--- config.mk ---
export PLATFORM = sky130hd
export DESIGN_NAME = lsu_ctrl
export DESIGN_NICKNAME = d
export VERILOG_FILES = /design/src/rtl/lsu_ctrl.sv
export SDC_FILE = /design/constraint.sdc
export NUM_CORES = 1
export LEC_CHECK = 0
export BUFFER_PORTS_ARGS = -buffer_cell sky130_fd_sc_hd__buf_2
export CORE_AREA = 2 2 102 104
export CTS_CLUSTER_SIZE = 40
export DETAILED_ROUTE_END_ITERATION = 8
export DIE_AREA = 0 0 104 106
export HOLD_SLACK_MARGIN = 0.05
export PLACE_DENSITY = 0.95
export SLEW_MARGIN = 5
export SYNTH_ARGS = -nofsm -noshare
export SYNTH_HDL_FRONTEND = slang
export SYNTH_SLANG_ARGS = --single-unit
--- constraint.sdc ---
create_clock -name clk -period 5.9 [get_ports clk]
set_input_delay 0.885 -clock clk [delete_from_list [all_inputs] [get_ports clk]]
set_output_delay 0.885 -clock clk [all_outputs]
set_load 0.01 [all_outputs]
--- src/rtl/lsu_ctrl.sv ---
// lsu_ctrl: load/store unit driving a word-addressed memory, with byte/half extract
// and read-modify-write for sb/sh.
module lsu_ctrl #(
    parameter int MEM_AW = 8
) (
    input  logic        clk,
    input  logic        rst,
    input  logic        req_valid,
    output logic        req_ready,
    input  logic        req_store,
    input  logic [2:0]  req_funct3,
    input  logic [31:0] req_addr,
    input  logic [31:0] req_wdata,
    output logic        resp_valid,
    output logic [31:0] resp_rdata,
    output logic        resp_err_align,
    output logic        resp_err_range,
    output logic [31:0] mem_a,
    output logic [31:0] mem_wd,
    output logic [1:0]  mem_we,
    output logic [2:0]  mem_re,
    input  logic [31:0] mem_rd
);
    typedef enum logic [1:0] {IDLE, READ, WRITE, RESP} state_t;
    state_t      state;
    logic        st;
    logic [2:0]  f3;
    logic [1:0]  off;
    logic [15:0] wd;
    logic        acc, ill, mis, oor;
    logic [15:0] half_sel;
    logic [7:0]  byte_sel;
    logic [31:0] ld_val, rmw;

    assign req_ready  = rst && state == IDLE;
    assign resp_valid = state == RESP;
    assign mem_we     = {2{state == WRITE}};
    assign mem_re     = 3'b000;
    assign acc        = req_valid && req_ready;
    assign ill = req_store ? req_funct3 > 3'b010 : (req_funct3 == 3'b011 || req_funct3[2:1] == 2'b11);
    assign mis = (req_funct3[1:0] == 2'b01 && req_addr[0]) || (req_funct3[1:0] == 2'b10 && req_addr[1:0] != 2'b00);
    assign oor = |req_addr[31:MEM_AW+2];

    // Lane selection works on the word captured this cycle from the combinational read port.
    always_comb begin
        half_sel = off[1] ? mem_rd[31:16] : mem_rd[15:0];
        byte_sel = off[0] ? half_sel[15:8] : half_sel[7:0];
        ld_val   = f3[1] ? mem_rd
                 : f3[0] ? {{16{~f3[2] & half_sel[15]}}, half_sel}
                 : {{24{~f3[2] & byte_sel[7]}}, byte_sel};
        rmw      = f3[0] ? (off[1] ? {wd, mem_rd[15:0]} : {mem_rd[31:16], wd})
                 : (mem_rd & ~(32'hFF << {off, 3'b000})) | ({24'b0, wd[7:0]} << {off, 3'b000});
    end

    always_ff @(posedge clk) begin
        if (!rst) begin
            state          <= IDLE;
            resp_rdata     <= '0;
            resp_err_align <= 1'b0;
            resp_err_range <= 1'b0;
            mem_a          <= '0;
            mem_wd         <= '0;
        end else begin
            case (state)
                IDLE: if (acc) begin
                    st             <= req_store;
                    f3             <= req_funct3;
                    off            <= req_addr[1:0];
                    wd             <= req_wdata[15:0];
                    mem_a          <= {{(32-MEM_AW){1'b0}}, req_addr[MEM_AW+1:2]};
                    resp_err_align <= ill || mis;
                    resp_err_range <= oor;
                    if (ill || mis || oor) state <= RESP;
                    else if (req_store && req_funct3 == 3'b010) begin
                        mem_wd <= req_wdata;
                        state  <= WRITE;
                    end else state <= READ;
                end
                READ: if (st) begin
                    mem_wd <= rmw;
                    state  <= WRITE;
                end else begin
                    resp_rdata <= ld_val;
                    state      <= RESP;
                end
                WRITE: state <= RESP;
                RESP: begin
                    resp_err_align <= 1'b0;
                    resp_err_range <= 1'b0;
                    state          <= IDLE;
                end
            endcase
        end
    end
endmodule
==> impl_metrics.ini, run 1 <==
[status]
status = finished, final reports clean

[global_routing]
gr-total-overflow = 0
antenna_found_initial = 0
grt.total_usage_pct = 26.87
first_global_vias = 4719
grt_first_pass_wirelength_mm = 23.69
grt_max_degree = 90

[place]
dp_hpwl_mm = 10.97
place_ws_ns = 2.646
place_congestion = 0.9171
io_buffer_count = 180

[critical_path]
r2r-end = mem_wd[27]
reg2reg_slack_ns = 2.63
cp.arrival_ns = 3.52
required_ns = 6.16
reg2reg_depth = 8
cp_max_fo = 68
critPathLaunchType = flip-flop
crit_type = flip-flop to flip-flop
critPathLaunch = state[1]
endpoint_kind = flip-flop
cp-endpoint = mem_wd[27]
timing.rr.start = state[1]

[sta]
setup_viol_count_final = 0
period_share_pct = 55.36
grt_setup_unrepaired = no
slew-limit-headroom_pct = 28.68
worst_pin_slew_ns = 1.070
skew_ns = 0.008983
finalHoldViolCount = 0
maxSlewViolCount = 0
setup_tns_ns = 0
worst_slack_ns = 2.634
period_needed_ns = 3.266
max_freq_ghz = 0.3062

[clock_network]
cts_hold_buf = 0
cts_made_buffers = 9
cts_setup_buffers = 0
insertion_delay_ns = 0.37
cts_tree = yes
htree_levels = 3
clock_sinks = 98
cts_buffer_depth = 2
root_buffer = clkbuf_8
cts.reportedPaths.clkPinSlew_ns = 0.09
cts_resized = 0

[detailed_routing]
ant_nets = 0
dr.pass1.iters = 7
drt-initial-drc-count = 698
drc = 0
routed_via_density = 5.817
vias = 5177
drt_wl_total_mm = 15.36
wl_per_cell_um = 17.26

[synth]
synth_edf_count = 22
synth-compound-area-share_pct = 22.76
yosys.area_share.adder_pct = 1.223
yosys_warnings = 0
syn_avg_cell_area_um2 = 8.480
synth_cells = 603
syn_area_um2 = 5114
ys.flop_type = dfxtp_1
muxShareOfSynthArea_pct = 3.768
synth_top_family_by_area = compound AO/OA/AOI/OAI gates
ys_async_sr_fraction_pct = 0
synth_xor_area_share_pct = 0
synth_seq_cells = 98
ys_types = 47
yosys.area_share.simple_pct = 20.36
seq_area_frac_synth_pct = 42.67

[floorplanning]
placeableCoreArea_um2 = 10000
dieArea_um2 = 11020
ios = 208
die_y_um = 106
rows = 37
start_util_pct = 51.14
fp.dieW_um = 104

[final_layout]
final_cell_mix = buf_2, nand2_1, dfxtp_1, o21ai_0, nand3_1
drive_gt1_share_pct = 28.78
regArea_um2 = 2182
fillers = 896
multi_input_area_um2 = 2564
final_common_cell = buf_2
diodes = 0
area_delta_synth_final_pct = 19.94
fin_nets = 857

[power_and_ir_drop]
p_leak_nw = 2.952
power.density_nw_per_um2 = 321.3
p_total_mw = 1.971
ir_drop_v = 0.0001693

[worst_hold_path]
holdCritPathClass = flip-flop to flip-flop
holdCritStartpoint = mem_a[7]

[flow_run]
cap_viol_max_count = 0
## synthesized netlist by cell type (all sizes together), types with 7 or more instances
cell	number	area (um^2)
nand2	85	319.1
dfxtp	76	1521
o21ai	56	280.3
nand3	41	205.2
buf	40	269.0
clkbuf	38	142.6
a21oi	31	155.2
edfxtp	22	660.6
o22ai	18	112.6
mux2i	17	170.2
o211ai	17	127.6
or3	16	100.1
inv	15	56.30
nor2	11	43.80
and2	10	62.56
o211a	10	100.1
nand2b	9	56.30
nor2b	9	56.30
nor3	9	45.04
a31oi	8	50.05
a32o	8	80.08
a21boi	7	52.55
o221ai	7	61.31
or2	7	43.79
## registers in the layout (all words and copies together) (netlist names)
signal,cells
resp_err_range,1
resp_err_align,1
f3,3
wd,16
mem_wd,32
st,1
off,2
resp_rdata,32
state,2
mem_a,8
## worst min-delay path by stage
stage	end	slack (ns)	cells past startpoint
4_1_cts	mem_a[7]	0.46	2
3_3_place_gp	mem_a[7]	0.44	2
2_1_floorplan	mem_a[0]	0.48	2
5_1_grt	mem_wd[2]	0.49	2
3_5_place_dp	mem_a[7]	0.44	2
6_report	mem_a[7]	0.45	2
## cell families after synthesis
group | after synthesis
adder cells (fa/ha/maj) | 5
AO/OA/AOI/OAI | 177
AND/OR/NAND/NOR | 210
buffers and inverters | 93
other | 1
flip-flops | 98
multiplexers | 19
## per-layer routing
metal	up-vias	wire length [um]	GRT usage [%]
li1	2414	-	-
met2	344	7220	43.80
met5	-	0	0
met4	0	751	12.64
met3	80	1523	5.273
met1	2339	5864	34.47
## through the flow
| step | hold slack (ns) | util (%) | cell area [um^2] | cells |
|---|---|---|---|---|
| 5_1_grt | 0.4885 | 61.34 | 6133 | 890 |
| 3_5_place_dp | 0.4432 | 59.26 | 5926 | 874 |
| 3_3_place_gp | 0.4412 | 59.26 | 5926 | 874 |
| 2_1_floorplan | 0.4783 | - | 5211 | 629 |
| 4_1_cts | 0.4564 | 61.34 | 6133 | 890 |
| 6_report | 0.4534 | 61.34 | 6133 | 890 |
## critical path, stage by stage, from the launching register on
cell	delay [ns]
dfxtp_1	0.35
inv_1	0.12
ha_2	0.91
mux2_2	0.31
nand3_1	0.11
nor4b_4	0.61
nor2_2	0.05
buf_4	0.29
o311a_1	0.40
## power by group
| part | total (mW) | internal, mW | switching [mW] | leakage [nW] |
|---|---|---|---|---|
| registers | 0.855 | 0.791 | 0.0641 | 0.819 |
| logic | 0.672 | 0.262 | 0.410 | 2.03 |
| clock network | 0.443 | 0.204 | 0.239 | 0.102 |
| total | 1.97 | 1.26 | 0.714 | 2.95 |
## final cells by class
type | instances | share of cell area, %
sequential | 98 | 35.58
clock buffer | 11 | 2.836
tap | 136 | 2.774
timing repair buffer | 187 | 15.54
inverter | 15 | 0.9180
multi-input combinational | 438 | 41.80
clock inverter | 5 | 0.5508
(Power assumes the default switching activity.)
==> run 2: changes to the inputs <==
Settings changed: CORE_AREA 2 2 102 104 to 2 2 106 108, DIE_AREA 0 0 104 106 to 0 0 108 110, PLACE_DENSITY 0.95 to 0.9.
Clock period 5.9 ns to 3.4 ns, I/O delays scaled along.
==> run 2 against run 1 <==
  * Sequential power rose by 74%
  * Final area rose by 0.73%
  * Critical path depth fell by 1
  * Clock skew fell by 0.0030 ns
  * Total power rose by 77%
  * Die area rose by 7.8%
  * Core utilization fell by 3.6 points
  * Largest power group unchanged
  * Maximum frequency rose by 26%
  * Largest cell class unchanged
  * Clock-buffer cell count rose by 2
==> impl_metrics.ini, run 2 (same netlist as run 1, synthesis figures left out) <==
[status]
status = finished, final reports clean

[critical_path]
timing.rr.start = state[1]
r2r-end = mem_wd[28]
crit_type = flip-flop to flip-flop
cp_max_fo = 67
reg2reg_slack_ns = 0.81
cp.arrival_ns = 2.85
endpoint_kind = flip-flop
critPathLaunchType = flip-flop
required_ns = 3.66
reg2reg_depth = 7

[sta]
slew-limit-headroom_pct = 33.81
worst_pin_slew_ns = 0.9929
maxSlewViolCount = 0
setup_tns_ns = 0
max_freq_ghz = 0.3864
setup_viol_count_final = 0
finalHoldViolCount = 0
period_share_pct = 76.12
period_needed_ns = 2.588
grt_setup_unrepaired = no
skew_ns = 0.006003

[power_and_ir_drop]
p_seq_share_pct = 42.7
share_comb_of_total_power_pct = 33.4
power.switching_mw = 1.224
p_clk_share_pct = 24.0
intPower_mw = 2.258
power.density_nw_per_um2 = 563.7
swShare_pct = 35.15
ir_drop_v = 0.0002919
p_leak_nw = 2.980

[detailed_routing]
drt-initial-drc-count = 504
dr.max_layer_used = met5
route.met2.wl_mm = 7.253
ant_nets = 0
dr.pass1.iters = 8
drt_wl_total_mm = 15.31
met1Wirelength_mm = 6.035
routed_via_density = 5.668
route.met3.wl_mm = 1.467
drc = 0
vias = 5090
wl_per_cell_um = 17.05

[worst_hold_path]
holdCritStartpoint = req_addr[8]
holdCritPathClass = primary input to flip-flop
holdPathStages = 3
holdPathEnd = mem_a[6]

[final_layout]
drive_gt1_share_pct = 28.80
final_cell_mix = buf_2, nand2_1, dfxtp_1, o21ai_0, nand3_1
reg.largest.list = mem_wd x32, resp_rdata x32, wd x16
fin_nets = 860
final_common_cell = buf_2
regArea_um2 = 2182
area_delta_synth_final_pct = 20.82
multi_input_area_um2 = 2564
fillers = 986
design_area_um2 = 6178

[floorplanning]
placeableCoreArea_um2 = 10700
start_util_pct = 47.80
fp.dieW_um = 108
rows = 38
ios = 208
die_y_um = 110
dieArea_um2 = 11880

[flow_run]
cap_viol_max_count = 0

[clock_network]
cts_made_buffers = 9
cts_tree = yes
cts_buffer_depth = 2
clock_sinks = 98
htree_levels = 3
cts.reportedPaths.clkPinSlew_ns = 0.09
root_buffer = clkbuf_8
insertion_delay_ns = 0.37
cts_setup_buffers = 0
cts_resized = 0
cts_hold_buf = 0

[place]
io_buffer_count = 180
place_congestion = 0.9460
postPlaceCellArea_um2 = 5953
dp_hpwl_mm = 11.26

[global_routing]
grt.total_usage_pct = 25.05
grt_max_degree = 90
first_global_vias = 4534
grt_first_pass_wirelength_mm = 22.94
gr-total-overflow = 0
antenna_found_initial = 2
[run 2: metrics by stage]
step / total power [mW] / util [%] / setup WS [ns] / instances / hold slack (ns)
2_1_floorplan: 2.277 / - / 1.323 / 629 / 0.4783
3_3_place_gp: 2.632 / 55.65 / 0.9410 / 881 / 0.4397
3_5_place_dp: 2.655 / 55.65 / 0.8526 / 881 / 0.4454
4_1_cts: 3.478 / 57.73 / 0.8464 / 897 / 0.3087
5_1_grt: 3.670 / 57.75 / 0.6445 / 898 / 0.3223
6_report: 3.483 / 57.75 / 0.8119 / 898 / 0.3189
[run 2: area by class of cell]
cell class                 count  share of cell area [%]
multi-input combinational    438                   41.49
sequential                    98                   35.32
timing repair buffer         190                   15.80
clock buffer                  13                   2.936
tap                          140                   2.835
inverter                      15                  0.9113
clock inverter                 3                  0.6683
antenna                        1                 0.04050
[run 2: layer usage]
| metal | vias to the layer above | global-route usage (%) |
|---|---|---|
| li1 | 2421 | - |
| met1 | 2329 | 32.79 |
| met2 | 291 | 40.43 |
| met3 | 47 | 4.644 |
| met4 | 2 | 11.54 |
| met5 | - | 0 |
[run 2: worst max-delay path, stage by stage, from the launching register on]
cell     delay (ns)
dfxtp_1        0.35
inv_1          0.11
ha_2           0.19
buf_4          0.49
and3_1         0.58
nor2_2         0.08
buf_4          0.28
o311a_1        0.39
[run 2: worst max-delay path by stage]
stage	start	to	slack [ns]	cells after the start
floorplan	rst	resp_err_range	1.32	5
global placement	req_addr[10]	mem_wd[27]	0.94	8
detailed placement	state[1]	mem_wd[26]	0.85	7
CTS	state[1]	mem_wd[26]	0.85	7
global route	state[1]	mem_wd[29]	0.64	7
finish	state[1]	mem_wd[28]	0.81	7
[run 2: power groups by stage]
stage                     Sequential (mW)  Combinational (mW)  Clock, mW
after floorplan                      1.54               0.732          0
after global placement               1.50                1.13          0
after detailed placement             1.51                1.15          0
after CTS                            1.48                1.15      0.841
after global routing                 1.51                1.28      0.883
final                                1.49                1.16      0.835
